$ cat src/rtl/bank_shift_scheduler_if.sv
// Bus bundle for bank_shift_scheduler: snapshot inputs, frame handshake and the
// parallel shift-register drive (shift clock, latch strobe, data byte).
interface bank_shift_scheduler_if;
    logic [63:0] top_in;
    logic [63:0] bot_in;
    logic        start;
    logic        busy;
    logic        done;
    logic        clock;
    logic        latch;
    logic [7:0]  data;

    modport master (
        output top_in, bot_in, start,
        input  busy, done, clock, latch, data
    );

    modport slave (
        input  top_in, bot_in, start,
        output busy, done, clock, latch, data
    );
endinterface

$ cat src/rtl/bank_shift_scheduler.sv
// Per-frame serialiser of the top/bottom drive vectors onto the 8-bit shift bus.
// Define BANK_BOT_EN to emit the bottom bank (16 bytes); otherwise top bank only (8 bytes).
module bank_shift_scheduler #(
    parameter int unsigned CLK_DIV      = 2,
    parameter int unsigned LATCH_CYCLES = 2
) (
    input logic                    clk,
    input logic                    rst_n,
    bank_shift_scheduler_if.slave  bus
);

`ifdef BANK_BOT_EN
    localparam int unsigned SnapW    = 128;
    localparam int unsigned NumBytes = 16;
`else
    localparam int unsigned SnapW    = 64;
    localparam int unsigned NumBytes = 8;
`endif
    localparam int unsigned PhW = $clog2(CLK_DIV) + 1;
    localparam int unsigned LtW = $clog2(LATCH_CYCLES) + 1;

    typedef enum logic [2:0] {StIdle, StSetup, StHigh, StLatch, StDone} state_e;

    state_e           state_q, state_d;
    logic [PhW-1:0]   phase_q, phase_d;
    logic [LtW-1:0]   lat_q, lat_d;
    logic [3:0]       idx_q, idx_d;
    logic [SnapW-1:0] snap_q, snap_d;
    logic [SnapW-1:0] snap_in;

`ifdef BANK_BOT_EN
    assign snap_in = {bus.bot_in, bus.top_in};
`else
    logic unused_bot;
    assign unused_bot = ^bus.bot_in;
    assign snap_in    = bus.top_in;
`endif

    logic phase_last, lat_last, byte_last, accept, advance;

    assign phase_last = (phase_q == PhW'(CLK_DIV - 1));
    assign lat_last   = (lat_q == LtW'(LATCH_CYCLES - 1));
    assign byte_last  = (idx_q == 4'(NumBytes - 1));
    assign accept     = ((state_q == StIdle) || (state_q == StDone)) && bus.start;
    assign advance    = (state_q == StHigh) && (state_d == StSetup);

    always_ff @(posedge clk or negedge rst_n) begin
        if (!rst_n) begin
            state_q <= StIdle;
        end else begin
            state_q <= state_d;
        end
    end

    always_comb begin
        state_d = state_q;
        unique case (state_q)
            StIdle:  if (bus.start) state_d = StSetup;
            StSetup: if (phase_last) state_d = StHigh;
            StHigh:  if (phase_last) state_d = byte_last ? StLatch : StSetup;
            StLatch: if (lat_last) state_d = StDone;
            StDone:  state_d = bus.start ? StSetup : StIdle;
            default: state_d = StIdle;
        endcase
    end

    // Counters restart on every state change so none of them ever wraps.
    always_comb begin
        phase_d = '0;
        lat_d   = '0;
        idx_d   = idx_q;
        snap_d  = snap_q;
        if ((state_d == state_q) && ((state_q == StSetup) || (state_q == StHigh))) begin
            phase_d = phase_q + PhW'(1);
        end
        if ((state_d == state_q) && (state_q == StLatch)) begin
            lat_d = lat_q + LtW'(1);
        end
        if (accept) begin
            snap_d = snap_in;
            idx_d  = '0;
        end else if (advance) begin
            snap_d = snap_q << 8;
            idx_d  = idx_q + 4'd1;
        end
    end

    always_ff @(posedge clk or negedge rst_n) begin
        if (!rst_n) begin
            phase_q <= '0;
            lat_q   <= '0;
            idx_q   <= '0;
            snap_q  <= '0;
        end else begin
            phase_q <= phase_d;
            lat_q   <= lat_d;
            idx_q   <= idx_d;
            snap_q  <= snap_d;
        end
    end

    // Outputs decode registered state only; the current byte sits in the snapshot MSBs.
    always_comb begin
        bus.busy  = 1'b0;
        bus.done  = 1'b0;
        bus.clock = 1'b0;
        bus.latch = 1'b0;
        bus.data  = 8'h00;
        unique case (state_q)
            StSetup: begin
                bus.busy = 1'b1;
                bus.data = snap_q[SnapW-1 -: 8];
            end
            StHigh: begin
                bus.busy  = 1'b1;
                bus.clock = 1'b1;
                bus.data  = snap_q[SnapW-1 -: 8];
            end
            StLatch: begin
                bus.busy  = 1'b1;
                bus.latch = 1'b1;
            end
            StDone:  bus.done = 1'b1;
            default: ;
        endcase
    end

endmodule

$ cat src/flat_wrapper.sv
// flat-port wrapper written by rule: the top's interface ports become plain ports
module bank_shift_scheduler_flat 
#(
    parameter int unsigned CLK_DIV      = 2,
    parameter int unsigned LATCH_CYCLES = 2
)
  (clk, rst_n, bus_top_in, bus_bot_in, bus_start, bus_busy, bus_done, bus_clock, bus_latch, bus_data);
  bank_shift_scheduler_if bus_i ();
  input logic clk;
  input logic rst_n;
  input wire logic [$bits(bus_i.top_in)-1:0] bus_top_in;
  input wire logic [$bits(bus_i.bot_in)-1:0] bus_bot_in;
  input wire logic [$bits(bus_i.start)-1:0] bus_start;
  output wire logic [$bits(bus_i.busy)-1:0] bus_busy;
  output wire logic [$bits(bus_i.done)-1:0] bus_done;
  output wire logic [$bits(bus_i.clock)-1:0] bus_clock;
  output wire logic [$bits(bus_i.latch)-1:0] bus_latch;
  output wire logic [$bits(bus_i.data)-1:0] bus_data;
  assign bus_i.top_in = bus_top_in;
  assign bus_i.bot_in = bus_bot_in;
  assign bus_i.start = bus_start;
  assign bus_busy = bus_i.busy;
  assign bus_done = bus_i.done;
  assign bus_clock = bus_i.clock;
  assign bus_latch = bus_i.latch;
  assign bus_data = bus_i.data;
  bank_shift_scheduler #(.CLK_DIV(CLK_DIV), .LATCH_CYCLES(LATCH_CYCLES)) u_core (.clk(clk), .rst_n(rst_n), .bus(bus_i));
endmodule
$ cat config.mk
export PLATFORM = sky130hd
export DESIGN_NAME = bank_shift_scheduler_flat
export DESIGN_NICKNAME = d
export VERILOG_FILES = /design/src/rtl/bank_shift_scheduler_if.sv /design/src/rtl/bank_shift_scheduler.sv /design/src/flat_wrapper.sv
export SDC_FILE = /design/constraint.sdc
export NUM_CORES = 1
export LEC_CHECK = 0
export CAP_MARGIN = 20
export CORE_MARGIN = 4
export CORE_UTILIZATION = 43
export DETAILED_ROUTE_END_ITERATION = 8
export PLACE_DENSITY = 0.81
export SYNTH_ARGS = -nofsm -noshare
export SYNTH_HDL_FRONTEND = slang
export SYNTH_SLANG_ARGS = --single-unit
$ cat constraint.sdc
create_clock -name clk -period 2.3 [get_ports clk]
set_input_delay 0.345 -clock clk [delete_from_list [all_inputs] [get_ports clk]]
set_output_delay 0.345 -clock clk [all_outputs]
set_load 0.1 [all_outputs]
## Word level (Yosys, flattened, before mapping)

Cells that the tools add are included.

- Bits in registers: 75
- Output and inout bits: 12

- Equality and inequality tests: 9
- Mux-type cells: 18
- Reductions and logical operators: 10
- Add/subtract/negate cells: 3

Operators with widths:

| operator | count |
|---|---|
| 64-bit two-way mux | 2 |
| 3-bit case mux with 5 select lines | 1 |
| 3-bit two-way mux | 4 |
| 4-bit two-way mux | 2 |
| 8-bit two-way mux | 1 |
| 3-bit by 1-bit equality test with 1-bit output, second input constant | 2 |
| 3-bit by 2-bit equality test with 1-bit output, second input constant | 2 |
| 2-bit two-way mux | 3 |
| 1-bit two-way mux | 5 |
| 2-bit by 1-bit adder with 2-bit output, second input constant | 2 |
| 4-bit by 1-bit adder with 4-bit output, second input constant | 1 |
| 2-bit by 1-bit equality test with 1-bit output, second input constant | 2 |
| 4-bit by 3-bit equality test with 1-bit output, second input constant | 1 |
| 1-bit logical AND | 4 |
| 3-bit equality test | 1 |
| 3-bit equality test, second input constant | 1 |
| 3-bit zero test | 1 |
| 3-bit OR reduction | 1 |
| 1-bit logical OR | 2 |
| 2-bit nonzero test | 1 |
| 2-bit OR reduction | 1 |

## Depth between registers and ports, before layout

Gate-level depths: netlist of run 1.

- Depth after elaboration: 8
- Depth in mapped cells: 7

## Worst setup path after synthesis of run 1

No wires, ideal clock.

- Path type: reg2out
- Start: register u_core.state_q[1]
- End: output bus_clock
- Cell stages (with the launch flop): 4
- Required time: 1955 ps
- Arrival time: 2055 ps
- Slack: -100 ps
- Buffers on the path: 1
- Cells stage by stage: dfrtp_1 buf_2 nor2b_1 nor2b_1

- Cells in the longest elaborated chain, start to end: 2

RTL lines:

| what | RTL line | RTL |
|---|---|---|
| start, declared | bank_shift_scheduler.sv:24 | `state_e state_q, state_d;` |
| start signal, assigned | bank_shift_scheduler.sv:49 | `state_q <= StIdle;` |
| start signal, assigned | bank_shift_scheduler.sv:51 | `state_q <= state_d;` |
| 3-bit by 2-bit equality test with 1-bit output | bank_shift_scheduler.sv:109 | `unique case (state_q)` |
| 1-bit two-way mux | bank_shift_scheduler.sv:109 |  |
| end, declared | flat_wrapper.sv:16 | `output wire logic [$bits(bus_i.clock)-1:0] bus_clock;` |

No other way between the ends.

## Worst setup path in the final report of run 1

- Start: register u_core.state_q[0]
- End: output bus_data[3]

- Cells in the longest elaborated chain, start to end: 3
- Elaborated cells on any way between the ends: 4
- Classes of those cells: 2 x eq/ne; 1 x mux; 1 x reduce/logical

RTL lines:

| what | RTL line | RTL |
|---|---|---|
| 3-bit by 2-bit equality test with 1-bit output / 3-bit by 1-bit equality test with 1-bit output (equally long branches) | bank_shift_scheduler.sv:109 |  |
| 2-bit OR reduction (no source line) * | - |  |
| 8-bit two-way mux * | bank_shift_scheduler.sv:109 |  |
| end, declared | flat_wrapper.sv:18 | `output wire logic [$bits(bus_i.data)-1:0] bus_data;` |

Every way passes the cells marked *; elsewhere a longest branch is shown, timed or not.

==> metrics, run 1 <==
GR met1 Demand/Resource=approximately a quarter; total CTS buffers=9; port buffer count=78; status=finished, final reports clean; Hold Path Cell Cnt=1; final RePlAce weighted congestion=around 0.78; syn_nets=between 400 and 500; Initial Util=between 40% and 50%; vias per cell=just under 6; postcts setup bufs=0; Net Switching=0.00254 W; DRT Pass-1 Iters=4; via count=approximately 2.7k; post-synth top area share=about 54%; end of the worst register-to-register path=u_core.snap_q[9]$_DFFE_PN0P_; Arrival @ worst endpoint=about 1800 ps; syn avg cell area=between 10 and 15 um^2; Setup TNS=0 ps; Netlist Area Pre-Place=approximately 3500 um^2; placed cells=about 450; met2 Track Usage GR=between 20% and 30%; CTS sink count=75; nets@finish=~500; Final Cycle Share=slightly above 90%; initial DRC count=around 240; Synth area leader=dfrtp_1; Synth Register Bits=75; FP Rows=32; setup violators final=0; Max FO, Critical Path=14; share of layout cells above drive strength 1=11.7%; Final Hold Fails=0; antenna cells=0; most frequent cells in the layout=dfrtp_1 (73), clkdlybuf4s50_1 (65), and3_1 (56), a221o_1 (55), nand2_1 (21); CTS Buffer Depth=2; Worst Setup Start Kind=flop; core area=roughly 7800 um^2; Int Pwr=between 0.003 and 0.004 W; Worst Skew=~7.6 ps; Clk pwr share=between 10% and 20%; Max-slew headroom=slightly below 60%; die area=between 9000 and 10,000 um^2; worst-margin pin slew=approximately 600 ps; global routing usage on met3=5.64%; Yosys warning count=0; Final ANT Viol Nets=0; pre-CTS setup slack=326 ps; Residual DRC=0; R2R setup slack=400 ps; sequential share of power=between 30% and 40%; Async SR Flop Fraction=between 90% and 100%; sequential area share after synthesis=approximately 54%; Reg-to-Reg Start=u_core.phase_q[0]$_DFF_PN0_; Post-synth EDFFs=0; setup ws final=slightly below 200 ps; maximum VDD drop=between 1000 and 1500 uV; routed wire length=between 8000 and 9000 um; min Tclk post-route=around 2100 ps; Final Max Tran Viols=0; largest net degree at the start of global routing=between 60 and 70; Leak=between 2 and 2.5 nW; Final Util=about 60%; hold path startpoint=u_core.phase_q[0]$_DFF_PN0_; Netlist cell types=34; Post-synth top flop=dfrtp_1; TritonCTS clock tree=done; GRT Resource Usage Total=a little under a fifth; critical path class=reg -> out; number of global-route vias before repair=2,782; Net Sw Frac=approximately two fifths; antenna violations before repair=0; Logic pwr share=between 40% and 50%; Die Width=just under 100 um; RSZ-0062 raised after global routing=no; worst reg2reg path depth=5; commonest non-fill, non-tap cell in the layout=dfrtp_1; HPWL after DPL=between 5000 and 6000 um; CP startpoint=u_core.state_q[0]$_DFF_PN0_; max-cap violation count=0; Gate Count Post-Synth=295; I/O pin cnt=143; Clock transition at path regs=approximately 80 ps; PwrDens=1380 nW/um^2; Post-Layout Cell Count=between 400 and 500; Hold Path End=u_core.phase_q[0]$_DFF_PN0_; most used routing layer=met2; Final Hold Slack=between 400 and 500 ps; Hold Crit Class=reg -> reg; top cells by area, synth=dfrtp_1 (54%), a221o_1 (16%), and3_1 (10%); Skew-Pair Late Insertion Delay=about 350 ps; endpoint class of the critical path=output pin; Area Growth Syn to Fin=33.8%; Crit path required time=1960 ps; Die Ht=slightly below 100 um; first-pass GRT wire length=~14,000 um; post-DR wirelength/cell=18.2 um; fmax=475 MHz; CTS Root Cell=clkbuf_8; H-Tree Depth=3; GRT overflow=0
==> how the worst max path moves through the flow <==
stage / end / slack (ps) / cells past startpoint
after detailed placement: u_core.snap_q[58]$_DFFE_PN0P_ / 330 / 5
after global routing: bus_data[5] / 80 / 5
final: bus_data[3] / 190 / 5
after floorplan: bus_busy / 70 / 3
after CTS: bus_data[3] / 60 / 5
after global placement: u_core.snap_q[51]$_DFFE_PN0P_ / 350 / 5
==> critical path, cell delays in order, from the launching register on <==
cell and delay (ps):
dfrtp_2 510, xnor2_1 270, nor2_1 80, buf_4 180, and2_1 190, buf_12 170
==> cell type report <==
type                            count  area (um^2)
Inverter                            3         11.3
Sequential cell                    75         1880
Multi-Input combinational cell    189         1410
Fill cell                         654         3130
Clock inverter                      6         88.8
Tap cell                          102          128
Clock buffer                       10          138
Timing Repair Buffer               85          991
==> cell families after synthesis <==
family                     after synthesis  share of synthesized area (%)
AOI/OAI and AO/OA                       72                           19.0
xor gates and xnor gates                 1                          0.253
adders and majority gates                3                           1.08
buffers and inverters                   31                           5.63
DFF                                     75                           54.1
muxes                                    4                           1.15
and+or+nand+nor                        109                           18.8
==> power by group through the flow <==
stage	logic [W]	registers [W]	clock network [W]
final	0.00299	0.00227	0.00114
after global routing	0.00320	0.00234	0.00122
after CTS	0.00302	0.00226	0.00117
after detailed placement	0.00301	0.00229	0
after global placement	0.00294	0.00226	0
after floorplan	0.00219	0.00212	0
==> flip-flops by register name, summed over array words and instances (netlist names) <==
register        flops
u_core.lat_q        2
u_core.state_q      3
u_core.idx_q        4
u_core.phase_q      2
u_core.snap_q      64
==> metrics by stage <==
stage / area, um^2 / power [W]
4_1_cts: 4640 / 0.00645
6_report: 4640 / 0.00640
2_1_floorplan: 3470 / 0.00430
5_1_grt: 4640 / 0.00676
3_5_place_dp: 4400 / 0.00530
3_3_place_gp: 4400 / 0.00520
==> cell usage after synthesis, types with 2 or more instances <==
cell type  number
ha_1            3
nor2b_1         2
o21ai_0        11
buf_6           8
nor4_1          2
a21oi_1         2
nand3_1         3
and3_1         56
nor3_1          3
nor2_1          4
and2_1          9
buf_2           8
inv_1           3
buf_4           2
dfrtp_1        75
nand2_1        21
clkbuf_1        9
a221o_1        55
mux2i_1         4
==> repair_timing <==
action / CTS / global route
hold endpoints to repair: 40 / 0
endpoints found under the setup margin: 0 / 8
resized for setup: 0 / 2
hold buffers: 1 / 0
==> layer usage <==
metal	up-vias	part of all wire, %	routed length (um)
met2	90	49	4190
met1	1330	44	3800
li1	1282	-	-
met3	8	6.1	519
met5	-	0	0
met4	0	0.83	71
Note: power is estimated with default switching activity, not from simulation.
==> run 2: changes to the inputs <==
GPL_TIMING_DRIVEN = 1   (was default)
TNS_END_PERCENT = 5   (was default)
==> results of run 2 <==
The final DEF is identical to that of run 1; final timing and power are the same.
==> RTL edit 1: new RTL, settings of run 2 <==
The option `BANK_BOT_EN` is turned on by a define.
--- a/src/rtl/bank_shift_scheduler.sv
+++ b/src/rtl/bank_shift_scheduler.sv
@@ -1,5 +1,7 @@
 // Per-frame serialiser of the top/bottom drive vectors onto the 8-bit shift bus.
 // Define BANK_BOT_EN to emit the bottom bank (16 bytes); otherwise top bank only (8 bytes).
+`define BANK_BOT_EN
+
 module bank_shift_scheduler #(
     parameter int unsigned CLK_DIV      = 2,
     parameter int unsigned LATCH_CYCLES = 2
Check against the original RTL: not equivalent (a bounded check fails within 4 cycles, from zero or initial values and one cycle with rst_n low).
==> RTL edit 1 against run 2 <==
Via count is 140% higher. Synthesized area is 96% higher. Setup slack worse by 0.093 ns. Power is 120% higher. Die area is 87% higher. Global-route usage is 3.2 points higher. Final area is 99% higher. Sequential cell count is 64 higher. Combinational power is 120% higher. Wire length is 120% higher. Critical path type unchanged. Critical endpoint is now bus_data[6]. Largest cell class unchanged.
==> RTL edit 1: results (changes against run 2) <==
metric	value	unit	change
Worst R2R End	u_core.snap_q[108]		
share of layout cells above drive strength 1	8.42	%	-3.3 points
Port Buffers	142		+82%
Sw Share	42.0	%	+2.4 points
Longest Clk Path Bufs	2		unchanged
mux share of post-synthesis cell area	0.441	%	-0.71 points
Final Instance Count excl. Fillers	1114		+140%
CP Launch Point	u_core.state_q[1]		
Nets	1025		+110%
worst vdd ir	0.964	mV	-21%
crit path DAT	1.85	ns	+0.09 ns
first-pass GRT wire length	31400	um	+120%
crit path max fanout	8		-6
synth unique cells	31		-8.8%
register clock-pin slew on the reported worst setup and hold paths	0.06	ns	-0.02 ns
reg2reg setup slack	0.25	ns	-0.15 ns
Worst Reg-to-Reg Cells	7		+2
clk_lat worst skew	0.42	ns	+0.07 ns
vias in the first global route	6201		+120%
Synth Area in Adders	0.735	%	-0.35 points
hpwl dp	12100	um	+120%
biggest regs	u_core.snap_q (128), u_core.idx_q (4), u_core.state_q (3)		
Final Wtd Congestion	0.813		+3.8%
count of H-tree levels built during CTS	4		+1
largest net degree at the start of global routing	68		+3.0%
slowest cell delay on critical path	0.41	ns	-0.10 ns
Final Hold Viols	0		unchanged
Mapped Nets	923		+120%
reg-to-reg startpoint	u_core.lat_q[1]		
Slowest cell on crit path	dfrtp_1		
HP Class	in2async		
placed cell count	1080		+140%
gr usage total	21.5	%	+3.2 points
end of the critical path	bus_data[6]		
XOR/XNOR Fraction of Synth Area	0	%	-0.25 points
asr flop ratio synth	100	%	unchanged
TritonCTS Buffers	17		+8
Initial DRC Count	694		+190%
vias per cell	5.77		about the same
status	complete, no violations		
antenna cells	0		unchanged
Min Hold Slack	0.421	ns	-0.0178 ns
Pleak	3.59	nW	+62%
top cells by count, synth	139 x dfrtp_1, 125 x a21oi_1, 125 x nor2_1		
top post-synthesis cells by area	dfrtp_1 51%, a31oi_1 11%, a21oi_1 9.2%		
Syn Inst Count	788		+170%
Relative slew margins	55.0	%	-4.5 points
complex-gate fraction of the synthesized area	30.6	%	+12 points
final WL	19300	um	+120%
initial antenna violation count	0		unchanged
sequential fraction of the synthesis area	51.1	%	-3.0 points
delay-heaviest family, CP	buffers and inverters		
CTS Root Cell	clkbuf_16		
TritonRoute pass-1 iters	5		+1
worst clock skew	0.00905	ns	+0.00147 ns
[RTL edit 1: cell types whose count changed in the layout (fill, tap and decap cells not counted), moves of 50 or more]
cell and delta:
a21oi_1 +123, nor2_1 +121, a31oi_1 +120, o21ai_0 +68, dfrtp_1 +65, clkdlybuf4s50_1 +64
a221o_1 -55, and3_1 -55, o21ai_1 +50
[RTL edit 1: stage by stage]
step	util [%]	worst slack [ns]	TNS (ns)	area [um^2]	total power, W
2_1_floorplan	-	-0.116	-12.11	6810	0.00857
3_3_place_gp	55.7	0.0852	0	8560	0.0105
3_5_place_dp	55.7	0.0437	0	8560	0.0107
4_1_cts	60.2	0.0769	0	9250	0.0139
5_1_grt	60.2	-0.0154	-0.0446	9250	0.0148
6_report	60.2	0.101	0	9250	0.0139
[RTL edit 1: routing by layer]
layer	wire (um)	track usage, %
met1	8440	30.4
met3	1600	5.81
met4	272	5.71
met2	8950	33.0
met5	0	0
[RTL edit 1: power groups by stage]
| stage | combinational (W) | clock, W | sequential, W |
|---|---|---|---|
| floorplan | 0.00449 | 0 | 0.00408 |
| global placement | 0.00624 | 0 | 0.00430 |
| detailed placement | 0.00637 | 0 | 0.00433 |
| CTS | 0.00644 | 0.00317 | 0.00430 |
| global route | 0.00701 | 0.00330 | 0.00444 |
| finish | 0.00643 | 0.00313 | 0.00432 |
[RTL edit 1: cell type report]
type | instances | area [um^2]
fillers | 1310 | 6120
flip-flops and latches | 139 | 3480
multi-input cells | 560 | 2930
repair buffers | 166 | 1880
clock buffers | 21 | 460
well taps | 211 | 264
clock inverters | 11 | 215
inverters | 6 | 22.5
[RTL edit 1: repair_timing]
item,in CTS,in global routing
pin swaps,0,1
hold endpoints to repair,43,0
setup buffers,1,0
resized for setup,1,0
hold buffers,1,0
setup endpoints to repair,8,13
==> RTL edit 2: new RTL, config.mk and constraints of run 2 <==
Made on the original files. Compare `idx_q` against `4'(NumBytes - 1)` with >= in place of ==.
--- a/src/rtl/bank_shift_scheduler.sv
+++ b/src/rtl/bank_shift_scheduler.sv
@@ -40,7 +40,7 @@
 
     assign phase_last = (phase_q == PhW'(CLK_DIV - 1));
     assign lat_last   = (lat_q == LtW'(LATCH_CYCLES - 1));
-    assign byte_last  = (idx_q == 4'(NumBytes - 1));
+    assign byte_last  = (idx_q >= 4'(NumBytes - 1));
     assign accept     = ((state_q == StIdle) || (state_q == StDone)) && bus.start;
     assign advance    = (state_q == StHigh) && (state_d == StSetup);
 
Behaviour: same outputs for any inputs over 10 cycles, from zero or initial values and one cycle with rst_n low; that may be too few to reach the edited logic, so the function may still have changed.
==> RTL edit 2 against run 2 <==
Worst hold slack improved by 0.0048 ns. Final area rose by 6.3%. Sequential cell count did not move. Setup slack got worse by 0.0044 ns. Core utilization fell by 0.59 points. Synthesized area rose by 8.0%. Critical path type unchanged. Register-to-register slack got worse by 0.05 ns. Power rose by 3.4%. Largest cell class unchanged. Via count rose by 26%. Maximum frequency fell by 0.21%. Wire length rose by 11%. Count of clock-buffer cells in the layout fell by 1. Non-clock buffer count rose by 6. Final cell count rose by 26%.
==> RTL edit 2: results (changes against run 2) <==
metric	value	unit	change
count of H-tree levels built during CTS	3		unchanged
worst clock skew	0.00982	ns	+0.00224 ns
slowest cell delay on critical path	0.50	ns	
worst vdd ir	0.673	mV	-45%
register clock-pin slew on the reported worst setup and hold paths	0.08	ns	about the same
Gate power share	48.6	%	+1.9 points
TritonRoute pass-1 iters	5		+1
top cells by count, synth	130 x nand2_1, 75 x dfrtp_1, 57 x nand4_1		
final WL	9490	um	+11%
crit path max fanout	10		-4
biggest regs	u_core.snap_q (64), u_core.idx_q (4), u_core.state_q (3)		
TritonCTS Buffers	9		unchanged
status	complete, no violations		
Relative slew margins	72.1	%	+13 points
asr flop ratio synth	100	%	unchanged
antenna cells	0		unchanged
gr usage total	19.1	%	+0.81 points
CTS Root Cell	clkbuf_8		
dpl ws	0.405	ns	+0.0797 ns
first-pass GRT wire length	15800	um	+12%
Pleak	1.98	nW	-11%
Port Buffers	78		unchanged
sequential fraction of the synthesis area	50.1	%	-4.0 points
clk pwr	0.00111	W	
DR vias	3422		+26%
share of layout cells above drive strength 1	10.1	%	-1.6 points
Slowest cell on crit path	dfrtp_1		
Yosys warning count	0		unchanged
Nets	614		+24%
HP Class	reg2reg		
drt wl/cell	16.1	um	-12%
Net Switching	0.00288	W	+14%
initial antenna violation count	0		unchanged
placed cell count	573		+26%
synth unique cells	34		unchanged
dpl cell area	0.00471	mm^2	+6.9%
Longest Clk Path Bufs	2		unchanged
largest net degree at the start of global routing	69		+4.5%
hpwl dp	6170	um	+9.9%
clk_lat worst skew	0.35	ns	about the same
Mapped Nets	555		+29%
Most used DFF post-synth	dfrtp_1		
Sw Share	43.6	%	+3.9 points
Final Wtd Congestion	0.803		+2.6%
Syn Inst Count	421		+43%
Initial DRC Count	246		+4.2%
top post-synthesis cells by area	dfrtp_1 50%, nand2_1 13%, o211ai_1 11%		
Post-CTS Setup Bufs	0		unchanged
Max-Cap Viols	0		unchanged
RTL edit 2: cells by family after synthesis:
kind of cell	share of synthesized area, %
simple gates	28.3
xor+xnor	0.234
flops	50.1
compound gates	14.0
buf+inv	6.41
fa+ha+maj	1.00
RTL edit 2: metal layers:
layer  global-route usage [%]  vias up  wire length (um)  part of all wire, %
met4                     8.49        0               146                  1.5
li1                         -     1622                 -                    -
met2                     30.0      123              4560                   48
met3                     3.03       12               622                  6.6
met5                        0        -                 0                    0
met1                     26.3     1665              4170                   44
RTL edit 2: worst max-delay path, delay by kind of cell, from the launching register on:
kind	cells	cell delay [ns]
AND/OR/NAND/NOR	2	0.51
buffers and inverters	1	0.18
XOR/XNOR	1	0.22
flip-flops	1	0.50
RTL edit 2: path summary, 6_finish.rpt:
check / depth (start not counted) / to / from / slack [ns]
max reg2reg: 5 / u_core.snap_q[32] / u_core.state_q[1] / 0.35
min reg2reg: 1 / u_core.lat_q[0] / u_core.lat_q[0] / 0.44
min in group asynchronous: 2 / u_core.snap_q[60] / rst_n / 0.47
max: 4 / bus_data[5] / u_core.state_q[0] / 0.19
min: 1 / u_core.lat_q[0] / u_core.lat_q[0] / 0.44
max in group asynchronous: 3 / u_core.snap_q[1] / rst_n / 1.26
RTL edit 2: layout make-up:
| type | count | area, um^2 |
|---|---|---|
| clock buffers | 9 | 124 |
| fillers | 737 | 3410 |
| inverters | 4 | 15.0 |
| multi-input cells | 299 | 1650 |
| repair buffers | 91 | 1050 |
| flip-flops and latches | 75 | 1880 |
| clock inverters | 7 | 91.3 |
| well taps | 105 | 131 |
RTL edit 2: repair_timing:
item                                   CTS  global route
gates resized for setup                  0             1
endpoints found under the hold margin   30             0
hold buffers                             1             0
setup endpoints to repair                0             8
